[src/rtl/mul_div_if.sv]
// Request/response bundle between the EX stage and the iterative multiply/divide unit.
interface mul_div_if #(
  parameter int DATA_WIDTH = 32,
  parameter int OP_WIDTH   = 3
);
  logic                  start;
  logic [OP_WIDTH-1:0]   op;
  logic [DATA_WIDTH-1:0] operand_a;
  logic [DATA_WIDTH-1:0] operand_b;
  logic                  flush;
  logic                  busy;
  logic                  done;
  logic [DATA_WIDTH-1:0] result;

  modport master (output start, op, operand_a, operand_b, flush,
                  input  busy, done, result);
  modport slave  (input  start, op, operand_a, operand_b, flush,
                  output busy, done, result);
endinterface

[src/rtl/mul_div_unit.sv]
// Iterative RV32M-style multiply/divide: one shift-add or restoring-divide step per cycle,
// with a single-cycle path for divide-by-zero and signed overflow.
module mul_div_unit #(
  parameter int DATA_WIDTH = 32,
  parameter int OP_WIDTH   = 3
) (
  input logic      clk,
  input logic      rst_n,
  mul_div_if.slave bus
);
  localparam int PROD_W = 2 * DATA_WIDTH;
  localparam int CNT_W  = $clog2(DATA_WIDTH);
  localparam logic [CNT_W-1:0] LAST = CNT_W'(DATA_WIDTH - 1);
  localparam logic [DATA_WIDTH-1:0] MOST_NEG = {1'b1, {(DATA_WIDTH-1){1'b0}}};

  localparam logic [OP_WIDTH-1:0] OP_MUL    = OP_WIDTH'(0);
  localparam logic [OP_WIDTH-1:0] OP_MULH   = OP_WIDTH'(1);
  localparam logic [OP_WIDTH-1:0] OP_MULHSU = OP_WIDTH'(2);
  localparam logic [OP_WIDTH-1:0] OP_MULHU  = OP_WIDTH'(3);
  localparam logic [OP_WIDTH-1:0] OP_DIV    = OP_WIDTH'(4);
  localparam logic [OP_WIDTH-1:0] OP_DIVU   = OP_WIDTH'(5);
  localparam logic [OP_WIDTH-1:0] OP_REM    = OP_WIDTH'(6);
  localparam logic [OP_WIDTH-1:0] OP_REMU   = OP_WIDTH'(7);

  typedef enum logic [1:0] {IDLE, CALC, DONE} state_t;

  state_t                state;
  logic                  busy_q;
  logic                  done_q;
  logic [DATA_WIDTH-1:0] result_q;
  logic [CNT_W-1:0]      cnt;
  logic [OP_WIDTH-1:0]   op_q;
  logic [DATA_WIDTH-1:0] opnd_q;
  logic [DATA_WIDTH-1:0] hi_q;
  logic [DATA_WIDTH-1:0] lo_q;
  logic                  neg_q;

  function automatic logic [DATA_WIDTH-1:0] magnitude(input logic [DATA_WIDTH-1:0] v,
                                                      input logic neg);
    return neg ? -v : v;
  endfunction

  // Apply the deferred sign to the unsigned product or quotient/remainder pair.
  function automatic logic [DATA_WIDTH-1:0] finalize(input logic [OP_WIDTH-1:0]   op,
                                                     input logic                  neg,
                                                     input logic [DATA_WIDTH-1:0] hi,
                                                     input logic [DATA_WIDTH-1:0] lo);
    logic [PROD_W-1:0] prod;
    prod = neg ? -{hi, lo} : {hi, lo};
    case (op)
      OP_MUL:                       return prod[DATA_WIDTH-1:0];
      OP_MULH, OP_MULHSU, OP_MULHU: return prod[PROD_W-1:DATA_WIDTH];
      OP_DIV, OP_DIVU:              return neg ? -lo : lo;
      default:                      return neg ? -hi : hi;
    endcase
  endfunction

  logic                  a_signed, b_signed, sa, sb, is_div, is_rem;
  logic                  div_zero, div_ovf, fast;
  logic [DATA_WIDTH-1:0] mag_a, mag_b, fast_res;

  // Request decode, evaluated on the live inputs while the unit is ready.
  always_comb begin
    a_signed = bus.op inside {OP_MUL, OP_MULH, OP_MULHSU, OP_DIV, OP_REM};
    b_signed = bus.op inside {OP_MUL, OP_MULH, OP_DIV, OP_REM};
    is_div   = bus.op inside {OP_DIV, OP_DIVU, OP_REM, OP_REMU};
    is_rem   = bus.op inside {OP_REM, OP_REMU};
    sa       = a_signed && ($signed(bus.operand_a) < 0);
    sb       = b_signed && ($signed(bus.operand_b) < 0);
    mag_a    = magnitude(bus.operand_a, sa);
    mag_b    = magnitude(bus.operand_b, sb);
    div_zero = is_div && (bus.operand_b == '0);
    div_ovf  = (bus.op inside {OP_DIV, OP_REM}) &&
               (bus.operand_a == MOST_NEG) && (bus.operand_b == '1);
    fast     = div_zero || div_ovf;
    if (div_zero) fast_res = is_rem ? bus.operand_a : '1;
    else          fast_res = is_rem ? '0 : bus.operand_a;
  end

  logic                  op_is_div;
  logic [DATA_WIDTH:0]   add_sum, shifted, trial;
  logic [DATA_WIDTH-1:0] hi_n, lo_n;

  // hi/lo hold {product high, multiplier} for multiply and {remainder, dividend/quotient} for divide.
  always_comb begin
    op_is_div = op_q inside {OP_DIV, OP_DIVU, OP_REM, OP_REMU};
    add_sum   = {1'b0, hi_q} + (lo_q[0] ? {1'b0, opnd_q} : '0);
    shifted   = {hi_q, lo_q[DATA_WIDTH-1]};
    trial     = shifted - {1'b0, opnd_q};
    if (op_is_div) begin
      hi_n = trial[DATA_WIDTH] ? shifted[DATA_WIDTH-1:0] : trial[DATA_WIDTH-1:0];
      lo_n = {lo_q[DATA_WIDTH-2:0], ~trial[DATA_WIDTH]};
    end else begin
      hi_n = add_sum[DATA_WIDTH:1];
      lo_n = {add_sum[0], lo_q[DATA_WIDTH-1:1]};
    end
  end

  always_ff @(posedge clk or negedge rst_n) begin
    if (!rst_n) begin
      state    <= IDLE;
      busy_q   <= 1'b0;
      done_q   <= 1'b0;
      result_q <= '0;
      cnt      <= '0;
      op_q     <= '0;
      opnd_q   <= '0;
      hi_q     <= '0;
      lo_q     <= '0;
      neg_q    <= 1'b0;
    end else if (bus.flush) begin
      state  <= IDLE;
      busy_q <= 1'b0;
      done_q <= 1'b0;
    end else begin
      case (state)
        IDLE, DONE: begin
          state  <= IDLE;
          done_q <= 1'b0;
          if (bus.start) begin
            op_q   <= bus.op;
            neg_q  <= is_rem ? sa : (sa ^ sb);
            cnt    <= '0;
            hi_q   <= '0;
            lo_q   <= is_div ? mag_a : mag_b;
            opnd_q <= is_div ? mag_b : mag_a;
            if (fast) begin
              state    <= DONE;
              done_q   <= 1'b1;
              result_q <= fast_res;
            end else begin
              state  <= CALC;
              busy_q <= 1'b1;
            end
          end
        end
        CALC: begin
          hi_q <= hi_n;
          lo_q <= lo_n;
          cnt  <= cnt + CNT_W'(1);
          if (cnt == LAST) begin
            state    <= DONE;
            busy_q   <= 1'b0;
            done_q   <= 1'b1;
            result_q <= finalize(op_q, neg_q, hi_n, lo_n);
          end
        end
        default: begin
          state  <= IDLE;
          busy_q <= 1'b0;
          done_q <= 1'b0;
        end
      endcase
    end
  end

  assign bus.busy   = busy_q;
  assign bus.done   = done_q;
  assign bus.result = result_q;
endmodule

[src/flat_wrapper.sv]
// flat-port wrapper written by rule: the top's interface ports become plain ports
module mul_div_unit_flat 
#(
  parameter int DATA_WIDTH = 32,
  parameter int OP_WIDTH   = 3
)
  (clk, rst_n, bus_start, bus_op, bus_operand_a, bus_operand_b, bus_flush, bus_busy, bus_done, bus_result);
  mul_div_if #(.DATA_WIDTH(DATA_WIDTH), .OP_WIDTH(OP_WIDTH)) bus_i ();
  input logic clk;
  input logic rst_n;
  input wire logic [$bits(bus_i.start)-1:0] bus_start;
  input wire logic [$bits(bus_i.op)-1:0] bus_op;
  input wire logic [$bits(bus_i.operand_a)-1:0] bus_operand_a;
  input wire logic [$bits(bus_i.operand_b)-1:0] bus_operand_b;
  input wire logic [$bits(bus_i.flush)-1:0] bus_flush;
  output wire logic [$bits(bus_i.busy)-1:0] bus_busy;
  output wire logic [$bits(bus_i.done)-1:0] bus_done;
  output wire logic [$bits(bus_i.result)-1:0] bus_result;
  assign bus_i.start = bus_start;
  assign bus_i.op = bus_op;
  assign bus_i.operand_a = bus_operand_a;
  assign bus_i.operand_b = bus_operand_b;
  assign bus_i.flush = bus_flush;
  assign bus_busy = bus_i.busy;
  assign bus_done = bus_i.done;
  assign bus_result = bus_i.result;
  mul_div_unit #(.DATA_WIDTH(DATA_WIDTH), .OP_WIDTH(OP_WIDTH)) u_core (.clk(clk), .rst_n(rst_n), .bus(bus_i));
endmodule
[config.mk]
export PLATFORM = sky130hd
export DESIGN_NAME = mul_div_unit_flat
export DESIGN_NICKNAME = d
export VERILOG_FILES = /design/src/rtl/mul_div_if.sv /design/src/rtl/mul_div_unit.sv /design/src/flat_wrapper.sv
export SDC_FILE = /design/constraint.sdc
export NUM_CORES = 1
export LEC_CHECK = 0
export CORE_MARGIN = 10
export CORE_UTILIZATION = 55
export CTS_BUF_LIST = sky130_fd_sc_hd__clkbuf_4 sky130_fd_sc_hd__clkbuf_8
export DETAILED_ROUTE_END_ITERATION = 8
export PLACE_DENSITY = 0.75
export SLEW_MARGIN = 20
export SYNTH_ARGS = -nofsm -noshare
export SYNTH_HDL_FRONTEND = slang
export SYNTH_SLANG_ARGS = --single-unit
[constraint.sdc]
create_clock -name clk -period 6 [get_ports clk]
set_clock_uncertainty 0.05 [all_clocks]
set_input_delay 1.2 -clock clk [delete_from_list [all_inputs] [get_ports clk]]
set_output_delay 1.2 -clock clk [all_outputs]
set_load 0.02 [all_outputs]
==> results of run 1 <==
area by class of cell:
cell class              count  area [sq um]
well taps                 384         480.5
fillers                  2717         10770
multi-input cells        1870         11900
clock inverters            13         212.7
repair buffers            173          1568
flip-flops and latches    140          3508
inverters                  68         255.2
clock buffers              18         247.7
critical path, cell delays in order, from the launching register on:
cell and delay, ns:
dfrtp_1 0.72, buf_4 0.33, and2_1 0.29, ha_1 0.33
a21oi_1 0.20, o21ai_0 0.30, a21oi_1 0.27, o221ai_1 0.21
a211oi_1 0.66, xnor2_1 0.13, nor2_1 0.12, a31oi_1 0.10
buf_4 0.26, nor4_1 0.62, and4_1 0.39, buf_4 0.16
a21oi_1 0.06, mux2_2 0.31, a211o_1 0.29
timing repair:
action | in CTS | in global routing
resized for setup | 0 | 2
hold buffers | 0 | 0
setup endpoints to repair | 0 | 5
where the power goes:
part	switching, W	internal (W)
clock network	0.000447	0.000508
registers	0.000353	0.00116
logic	0.00436	0.00234
through the flow:
step / area [sq um] / instances
3_3_place_gp: 17700 / 2635
3_5_place_dp: 17700 / 2635
4_1_cts: 18160 / 2666
5_1_grt: 18170 / 2666
2_1_floorplan: 16220 / 2208
6_report: 18170 / 2666
worst paths after layout:
path / endpoint / slack [ns] / depth (start not counted)
setup reg to reg: u_core.bus.result[29]$_DFFE_PN0P_ / 0.08 / 18
hold reg to reg: u_core.bus.result[1]$_DFFE_PN0P_ / 0.44 / 2
setup / recovery: u_core.bus.result[29]$_DFFE_PN0P_ / 0.08 / 18
min in group asynchronous: u_core.bus.result[18]$_DFFE_PN0P_ / 0.74 / 1
hold / removal: u_core.bus.result[1]$_DFFE_PN0P_ / 0.44 / 2
max in group asynchronous: u_core.op_q[2]$_DFFE_PN0P_ / 3.73 / 2
logic make-up after synthesis:
kind of cell	Yosys count	synth area share
buffers and inverters	198	0.05262
adder cells (fa/ha/maj)	73	0.05724
multiplexers	62	0.03973
AND/OR/NAND/NOR	786	0.2392
AO/OA/AOI/OAI	762	0.2942
XOR/XNOR	187	0.1010
flip-flops	140	0.2160
cells in the mapped netlist, drive strengths merged (16+ instances only):
| library cell | instances | share of area |
|---|---|---|
| nand4 | 24 | 0.0093 |
| o211ai | 19 | 0.0088 |
| clkbuf | 84 | 0.019 |
| and3 | 17 | 0.0066 |
| nand2b | 30 | 0.012 |
| inv | 67 | 0.016 |
| nor2 | 194 | 0.046 |
| a211oi | 26 | 0.012 |
| buf | 46 | 0.017 |
| xor2 | 74 | 0.040 |
| dfrtp | 140 | 0.22 |
| o22ai | 16 | 0.0070 |
| o21ai | 234 | 0.073 |
| ha | 71 | 0.055 |
| nor3 | 70 | 0.024 |
| and2 | 47 | 0.018 |
| a22o | 22 | 0.012 |
| mux2 | 19 | 0.013 |
| xnor2 | 113 | 0.061 |
| nand2 | 251 | 0.058 |
| a21oi | 235 | 0.075 |
| o221ai | 20 | 0.011 |
| or3 | 20 | 0.0080 |
| a31oi | 43 | 0.018 |
| nand3 | 54 | 0.018 |
| o31ai | 37 | 0.018 |
| mux2i | 43 | 0.027 |
per-layer routing:
metal  up-vias  track usage  part of all wire
li1       8184            -                 -
met1      8677       0.5022              0.41
met2      1217       0.5274              0.42
met3       147      0.09431              0.12
met4         4       0.1541             0.044
met5         -      0.01372            0.0012
flip-flops by register name, summed over array words and instances, names as in the netlist:
| signal | cells |
|---|---|
| u_core.opnd_q | 32 |
| u_core.op_q | 3 |
| u_core.cnt | 5 |
| u_core.bus.busy | 1 |
| u_core.state | 2 |
| u_core.neg_q | 1 |
| u_core.bus.result | 32 |
| u_core.lo_q | 32 |
| u_core.hi_q | 32 |
cells in the final DEF (no fill, tap or decap), types with 23 or more instances in the layout:
cell type,synthesis,layout
nand3_1,52,52
a31oi_1,42,42
ha_1,71,71
o31ai_1,35,35
nand2b_1,30,30
o21ai_1,22,23
clkdlybuf4s50_1,0,102
mux2i_1,43,43
o21ai_0,207,206
xnor2_1,113,113
nand2_1,249,249
a21oi_1,229,229
dfrtp_1,140,138
nor3_1,66,66
nand4_1,24,24
xor2_1,74,74
and2_1,45,45
nor2_1,192,189
inv_1,67,67
buf_4,8,68
a211oi_1,25,25
==> impl_metrics.toml, run 1 <==
[clock_network]
cts_made_buffers = 17
cts_root_buf = "clkbuf_8"
cts_setup_buffers = 0
clk_latency_ns = 0.49
clkSlewWorstSetupHoldPaths_ns = 0.09
cts_tree = "yes"
htree_levels = 4
cts.path.max_buffers = 2
cts_sinks = 140

[drt]
vias_per_cell = 6.838
dr.pass1.iters = 8
drt_iter0_drc = 2742
routed_wl_mm = 68.84
wire_per_inst_um = 25.82
vias = 18229
drc = 0
drtAntennaViolNets = 0

[sta]
max_clock_freq_mhz = 168.9
tightest_slew_ns = 1.020
setup_viol = 0
final.setup.tns_ns = 0
fin_crit_sh = 0.9866
rsz0062_at_grt = "false"
timing.final.ws_setup_ns = 0.08050
slew_viol_final = 0
finalHoldViolCount = 0
whs_ns = 0.4401
period_minus_slack_ns = 5.920
slew_headroom = 0.3182

[synth]
ys_warn_count = 0
synthFlopType = "dfrtp_1"
ys_types = 108
yosysSeqAreaShare = 0.2160
async_reset_ff_frac = 1.000
syn_area_per_cell_sq_um = 7.345
synth_edf_count = 0
synth_cells = 2208
ys_seq_elements = 140
syn_nets = 2352
syn_area_sq_mm = 0.01622

[place]
portBuffers = 104
dp_hpwl_mm = 53.97
routabilityCongestion = 1.087
pre_cts_slack_ns = 0.3953

[worst_setup_path]
cp.arrival_ns = 6.24
crit_fanout = 18
r2r_start = "u_core.lo_q[0]$_DFFE_PN0P_"
crit_path_start = "u_core.lo_q[0]$_DFFE_PN0P_"
worstSetupPathType = "reg -> reg"
worstPathRequired_ns = 6.32
end_kind = "flip-flop"
cp-start-kind = "flip-flop"

[floorplan]
placeableCoreArea_sq_mm = 0.02894
initial_core_util = 0.5605
die_width_um = 191.7
rows = 62
dieArea_sq_mm = 0.03676
die_h_um = 191.7
ios = 105

[finish]
area_growth_pct = 12.02
nets = 2414
final_core_util = 0.6279
drive_gt1_frac = 0.08195
antenna_cells = 0

[global_route]
grt_pass1_vias = 16549
grt_pass1_wl_mm = 102.6
antenna_found_initial = 1
grt_max_degree = 90
overflow = 0
globalRouteTotalUtil = 0.3650

[pwr]
p_leak_nw = 7.362
powerDensity_mw_per_mm2 = 504.6
total_power_w = 0.009167
irDropWorstVdd_mv = 0.2740

[min_path]
hp-start = "u_core.bus.result[1]$_DFFE_PN0P_"
hp-class = "reg -> reg"

[job]
cap_violations = 0

[status]
status = "complete, no violations"
Power figures use the tool's default switching activity.
==> inputs of run 2 (changes only) <==
- CELL_PAD_IN_SITES_DETAIL_PLACEMENT: not set -> 1
- CELL_PAD_IN_SITES_GLOBAL_PLACEMENT: not set -> 2
- CORE_UTILIZATION: 55 -> 36
- PLACE_DENSITY: 0.75 -> not set
- PLACE_DENSITY_LB_ADDON: not set -> 0.1
==> impl_metrics.toml, run 2 (same netlist as run 1, synthesis figures left out) <==
[clock_network]
holdBufCountCts = 0
htree_levels = 4
cts_setup_buffers = 0
clkSlewWorstSetupHoldPaths_ns = 0.10
clk_latency_ns = 0.53
cts_tree = "yes"
cts.path.max_buffers = 2
cts_made_buffers = 17
cts_root_buf = "clkbuf_8"
cts_sinks = 140

[worst_setup_path]
worstPathRequired_ns = 6.36
worstSetupPathType = "reg -> reg"
rrSetupSlack_ns = 0.28
cp-start-kind = "flip-flop"
crit_fanout = 7
cp.arrival_ns = 6.08
end_kind = "flip-flop"

[pwr]
p_leak_nw = 7.465
powerDensity_mw_per_mm2 = 501.8
irDropWorstVdd_mv = 0.2016

[finish]
nets = 2444
area_growth_pct = 14.69
antenna_cells = 0
drive_gt1_frac = 0.09598
final_core_util = 0.4188
most-common-layout-cells = "nand2_1 (249), a21oi_1 (229), o21ai_0 (205), nor2_1 (189), dfrtp_1 (137)"
final_common_cell = "nand2_1"
nFillCells = 5551
fin_area_sq_mm = 0.01860

[drt]
dr.pass1.iters = 6
drc = 0
drtAntennaViolNets = 0
wire_per_inst_um = 27.80
drt_iter0_drc = 1303
vias = 17801
vias_per_cell = 6.128
routed_wl_mm = 80.76

[floorplan]
dieArea_sq_mm = 0.05394
rows = 77
die_h_um = 232.3
die_width_um = 232.3
ios = 105
initial_core_util = 0.3652
placeableCoreArea_sq_mm = 0.04441

[status]
status = "complete, no violations"

[sta]
final.setup.tns_ns = 0
slew_headroom = 0.3605
max_clock_freq_mhz = 174.8
fin_crit_sh = 0.9532
slew_viol_final = 0
tightest_slew_ns = 0.9548
whs_ns = 0.4426
rsz0062_at_grt = "false"
finalHoldViolCount = 0
setup_viol = 0
period_minus_slack_ns = 5.719

[global_route]
grt_pass1_wl_mm = 120.2
overflow = 0
grt_pass1_vias = 17930
grt_max_degree = 57
antenna_found_initial = 4
globalRouteTotalUtil = 0.2943

[place]
placed_area_sq_mm = 0.01818
dp_hpwl_mm = 65.57
routabilityCongestion = 0.9662
portBuffers = 104

[min_path]
hp-class = "reg -> reg"

[job]
cap_violations = 0
[run 2: cell types whose count changed in the layout (fill, tap and decap cells not counted), moves of 2 or more]
cell,previous run,this run
buf_4,68,99
clkinv_2,2,0
bufinv_16,5,1
clkinvlp_4,0,2
inv_6,3,5
inv_8,0,3
[run 2: timing repair]
action / in CTS / in global routing
resized for setup: 1 / 6
pin swaps: 0 / 1
endpoints found under the setup margin: 1 / 10
[run 2: critical path, cell delays in order, from the launching register on]
cell and delay, ns:
dfrtp_2 0.47, inv_1 0.13, ha_1 0.23, fa_1 0.41, nand2b_1 0.20, a21oi_2 0.20, o21ai_2 0.16, o22ai_4 0.20
and3_2 0.29, nor3_2 0.10, nor2_1 0.17, o21ai_0 0.17, inv_1 0.10, ha_1 0.16, o21ai_1 0.16, nor2_1 0.13
buf_4 0.16, nand2_1 0.08, nor2_1 0.25, nand2_1 0.13, a21oi_1 0.25, nand2b_2 0.19, o31ai_1 0.33, xor2_1 0.18
o22ai_1 0.10, a211oi_2 0.45, o31ai_1 0.14
[run 2: power by group]
| part | total, W | internal [W] | switching (W) |
|---|---|---|---|
| sequential | 0.00151 | 0.00116 | 0.000346 |
| clock | 0.000831 | 0.000354 | 0.000477 |
| combinational | 0.00699 | 0.00246 | 0.00453 |
[run 2: path summary, 6_finish.rpt]
check,endpoint,from,cells after the start
max,u_core.bus.result[18]$_DFFE_PN0P_,u_core.lo_q[31]$_DFFE_PN0P_,26
min,u_core.bus.result[1]$_DFFE_PN0P_,u_core.bus.result[1]$_DFFE_PN0P_,2
max reg2reg,u_core.bus.result[18]$_DFFE_PN0P_,u_core.lo_q[31]$_DFFE_PN0P_,26
min reg2reg,u_core.bus.result[1]$_DFFE_PN0P_,u_core.bus.result[1]$_DFFE_PN0P_,2
max in group asynchronous,u_core.bus.result[4]$_DFFE_PN0P_,rst_n,2
min in group asynchronous,u_core.opnd_q[18]$_DFFE_PN0P_,rst_n,1
[run 2: area by class of cell]
type	count	area (sq um)	share of cell area
multi-input combinational	1870	11920	0.6407
sequential	140	3510	0.1887
timing repair buffer	203	1780	0.09572
tap	592	740.7	0.03982
inverter	68	255.2	0.01372
clock buffer	18	247.7	0.01332
clock inverter	14	148.9	0.008005
[run 2: metrics by stage]
| stage | instances | power [W] | setup slack, ns |
|---|---|---|---|
| after floorplan | 2208 | 0.005768 | 1.347 |
| final | 2905 | 0.009333 | 0.2807 |
| after global placement | 2873 | 0.008246 | -0.04914 |
| after global routing | 2905 | 0.009915 | 0.04327 |
| after detailed placement | 2873 | 0.008321 | -0.1298 |
| after CTS | 2905 | 0.009202 | 0.06861 |
[run 2: layer usage]
layer,wire length [um],vias up,track usage
met5,27,-,0
met1,34400,8870,0.3649
met3,3977,132,0.03872
met2,39290,557,0.5067
li1,-,8238,-
met4,3069,4,0.1148
==> inputs of run 3 (changes only) <==
- CORE_UTILIZATION: 36 -> 39
- clock period: 6 -> 6.9 ns (I/O delays scaled with it)
==> impl_metrics.toml, run 3 (same netlist as run 1, synthesis figures left out) <==
[status]
status = "complete, no violations"

[sta]
fin_crit_sh = 0.9066
rsz0062_at_grt = "false"
slew_viol_final = 0
max_clock_freq_mhz = 159.9
setup_viol = 0
tightest_slew_ns = 0.9991
period_minus_slack_ns = 6.256
slew_headroom = 0.3339
finalHoldViolCount = 0
timing.final.ws_setup_ns = 0.6445
final.setup.tns_ns = 0

[clock_network]
htree_levels = 4
cts_root_buf = "clkbuf_8"
cts_made_buffers = 17
post_cts_resized = 0
cts_tree = "yes"
clkSlewWorstSetupHoldPaths_ns = 0.09
cts.path.max_buffers = 2
cts_setup_buffers = 0
holdBufCountCts = 0
clk_latency_ns = 0.55
cts_sinks = 140

[drt]
wire_per_inst_um = 28.09
drt_iter0_drc = 1336
vias_per_cell = 6.348
drc = 0
dr.pass1.iters = 5
drtAntennaViolNets = 0
routed_wl_mm = 78.59
vias = 17762

[job]
cap_violations = 0

[min_path]
hp-class = "reg -> reg"

[finish]
multiInputGateArea_sq_mm = 0.01190
seq_area_sq_mm = 0.003508
fin_area_sq_mm = 0.01821
drive_gt1_frac = 0.07546
most-common-layout-cells = "nand2_1 (249), a21oi_1 (229), o21ai_0 (206), nor2_1 (189), dfrtp_1 (138)"
area_growth_pct = 12.26
final_common_cell = "nand2_1"
nets = 2397
antenna_cells = 0
nFillCells = 5171

[place]
portBuffers = 104
dp_hpwl_mm = 62.53
routabilityCongestion = 0.9961
placed_area_sq_mm = 0.01775
pre_cts_slack_ns = 0.8664

[floorplan]
placeableCoreArea_sq_mm = 0.04102
die_width_um = 223.9
ios = 105
initial_core_util = 0.3954
die_h_um = 223.9
rows = 74
dieArea_sq_mm = 0.05014

[global_route]
grt_pass1_vias = 17948
antenna_found_initial = 1
grt_pass1_wl_mm = 117.4
overflow = 0
globalRouteTotalUtil = 0.3078
grt_max_degree = 83

[worst_setup_path]
worstSetupPathType = "reg -> reg"
crit_family = "simple AND/OR/NAND/NOR gates"
cp.arrival_ns = 6.68
end_kind = "flip-flop"
worstPathRequired_ns = 7.32
critPathBufInv = 3
slowest_delay_ns = 0.58
crit_fanout = 6
slowest_stage = "nor4b_1"
cp-start-kind = "flip-flop"

[pwr]
powerDensity_mw_per_mm2 = 434.5
p_leak_nw = 7.266
irDropWorstVdd_mv = 0.1719
run 3: report_power, final:
part | leakage, nW | internal (W) | switching [W]
registers | 1.79 | 0.00101 | 0.000317
logic | 5.25 | 0.00196 | 0.00381
clock network | 0.227 | 0.000420 | 0.000401
total | 7.27 | 0.00339 | 0.00452
run 3: per-stage QoR:
stage / total power [W] / std cells / hold WS, ns / util
final: 0.007911 / 2798 / 0.4453 / 0.4439
after global routing: 0.008409 / 2798 / 0.4802 / 0.4439
after CTS: 0.007799 / 2798 / 0.4471 / 0.4439
after detailed placement: 0.006942 / 2766 / 0.4267 / 0.4328
after global placement: 0.006867 / 2766 / 0.4082 / 0.4328
after floorplan: 0.005015 / 2208 / 0.3953 / -
run 3: final timing paths:
path                                              from                                end  slack, ns  cells past startpoint
hold / removal               u_core.cnt[4]$_DFFE_PN0P_          u_core.cnt[4]$_DFFE_PN0P_       0.45                      2
min in group asynchronous                        rst_n         u_core.hi_q[7]$_DFFE_PN0P_       0.82                      1
setup reg to reg           u_core.lo_q[31]$_DFFE_PN0P_  u_core.bus.result[24]$_DFFE_PN0P_       0.64                     26
max in group asynchronous                        rst_n         u_core.op_q[2]$_DFFE_PN0P_       4.52                      2
setup / recovery           u_core.lo_q[31]$_DFFE_PN0P_  u_core.bus.result[24]$_DFFE_PN0P_       0.64                     26
hold reg to reg              u_core.cnt[4]$_DFFE_PN0P_          u_core.cnt[4]$_DFFE_PN0P_       0.45                      2
run 3: worst reg2reg max path, delay by kind of cell, from the launching register on:
family / cells / cell delay (ns)
flops: 1 / 0.56
fa+ha+maj: 3 / 0.82
buf+inv: 3 / 0.43
xor+xnor: 1 / 0.20
compound gates: 10 / 1.98
simple gates: 9 / 2.14
run 3: cell type report:
class                           count  share of cell area
Clock buffer                       20             0.01478
Clock inverter                     12             0.01017
Inverter                           68             0.01402
Multi-Input combinational cell   1870              0.6534
Sequential cell                   140              0.1927
Tap cell                          532             0.03656
Timing Repair Buffer              156             0.07841
run 3: layer usage:
layer	track usage	share of wire
met5	0	0.00017
met4	0.1288	0.039
met3	0.04664	0.054
met2	0.5218	0.48
met1	0.3825	0.43
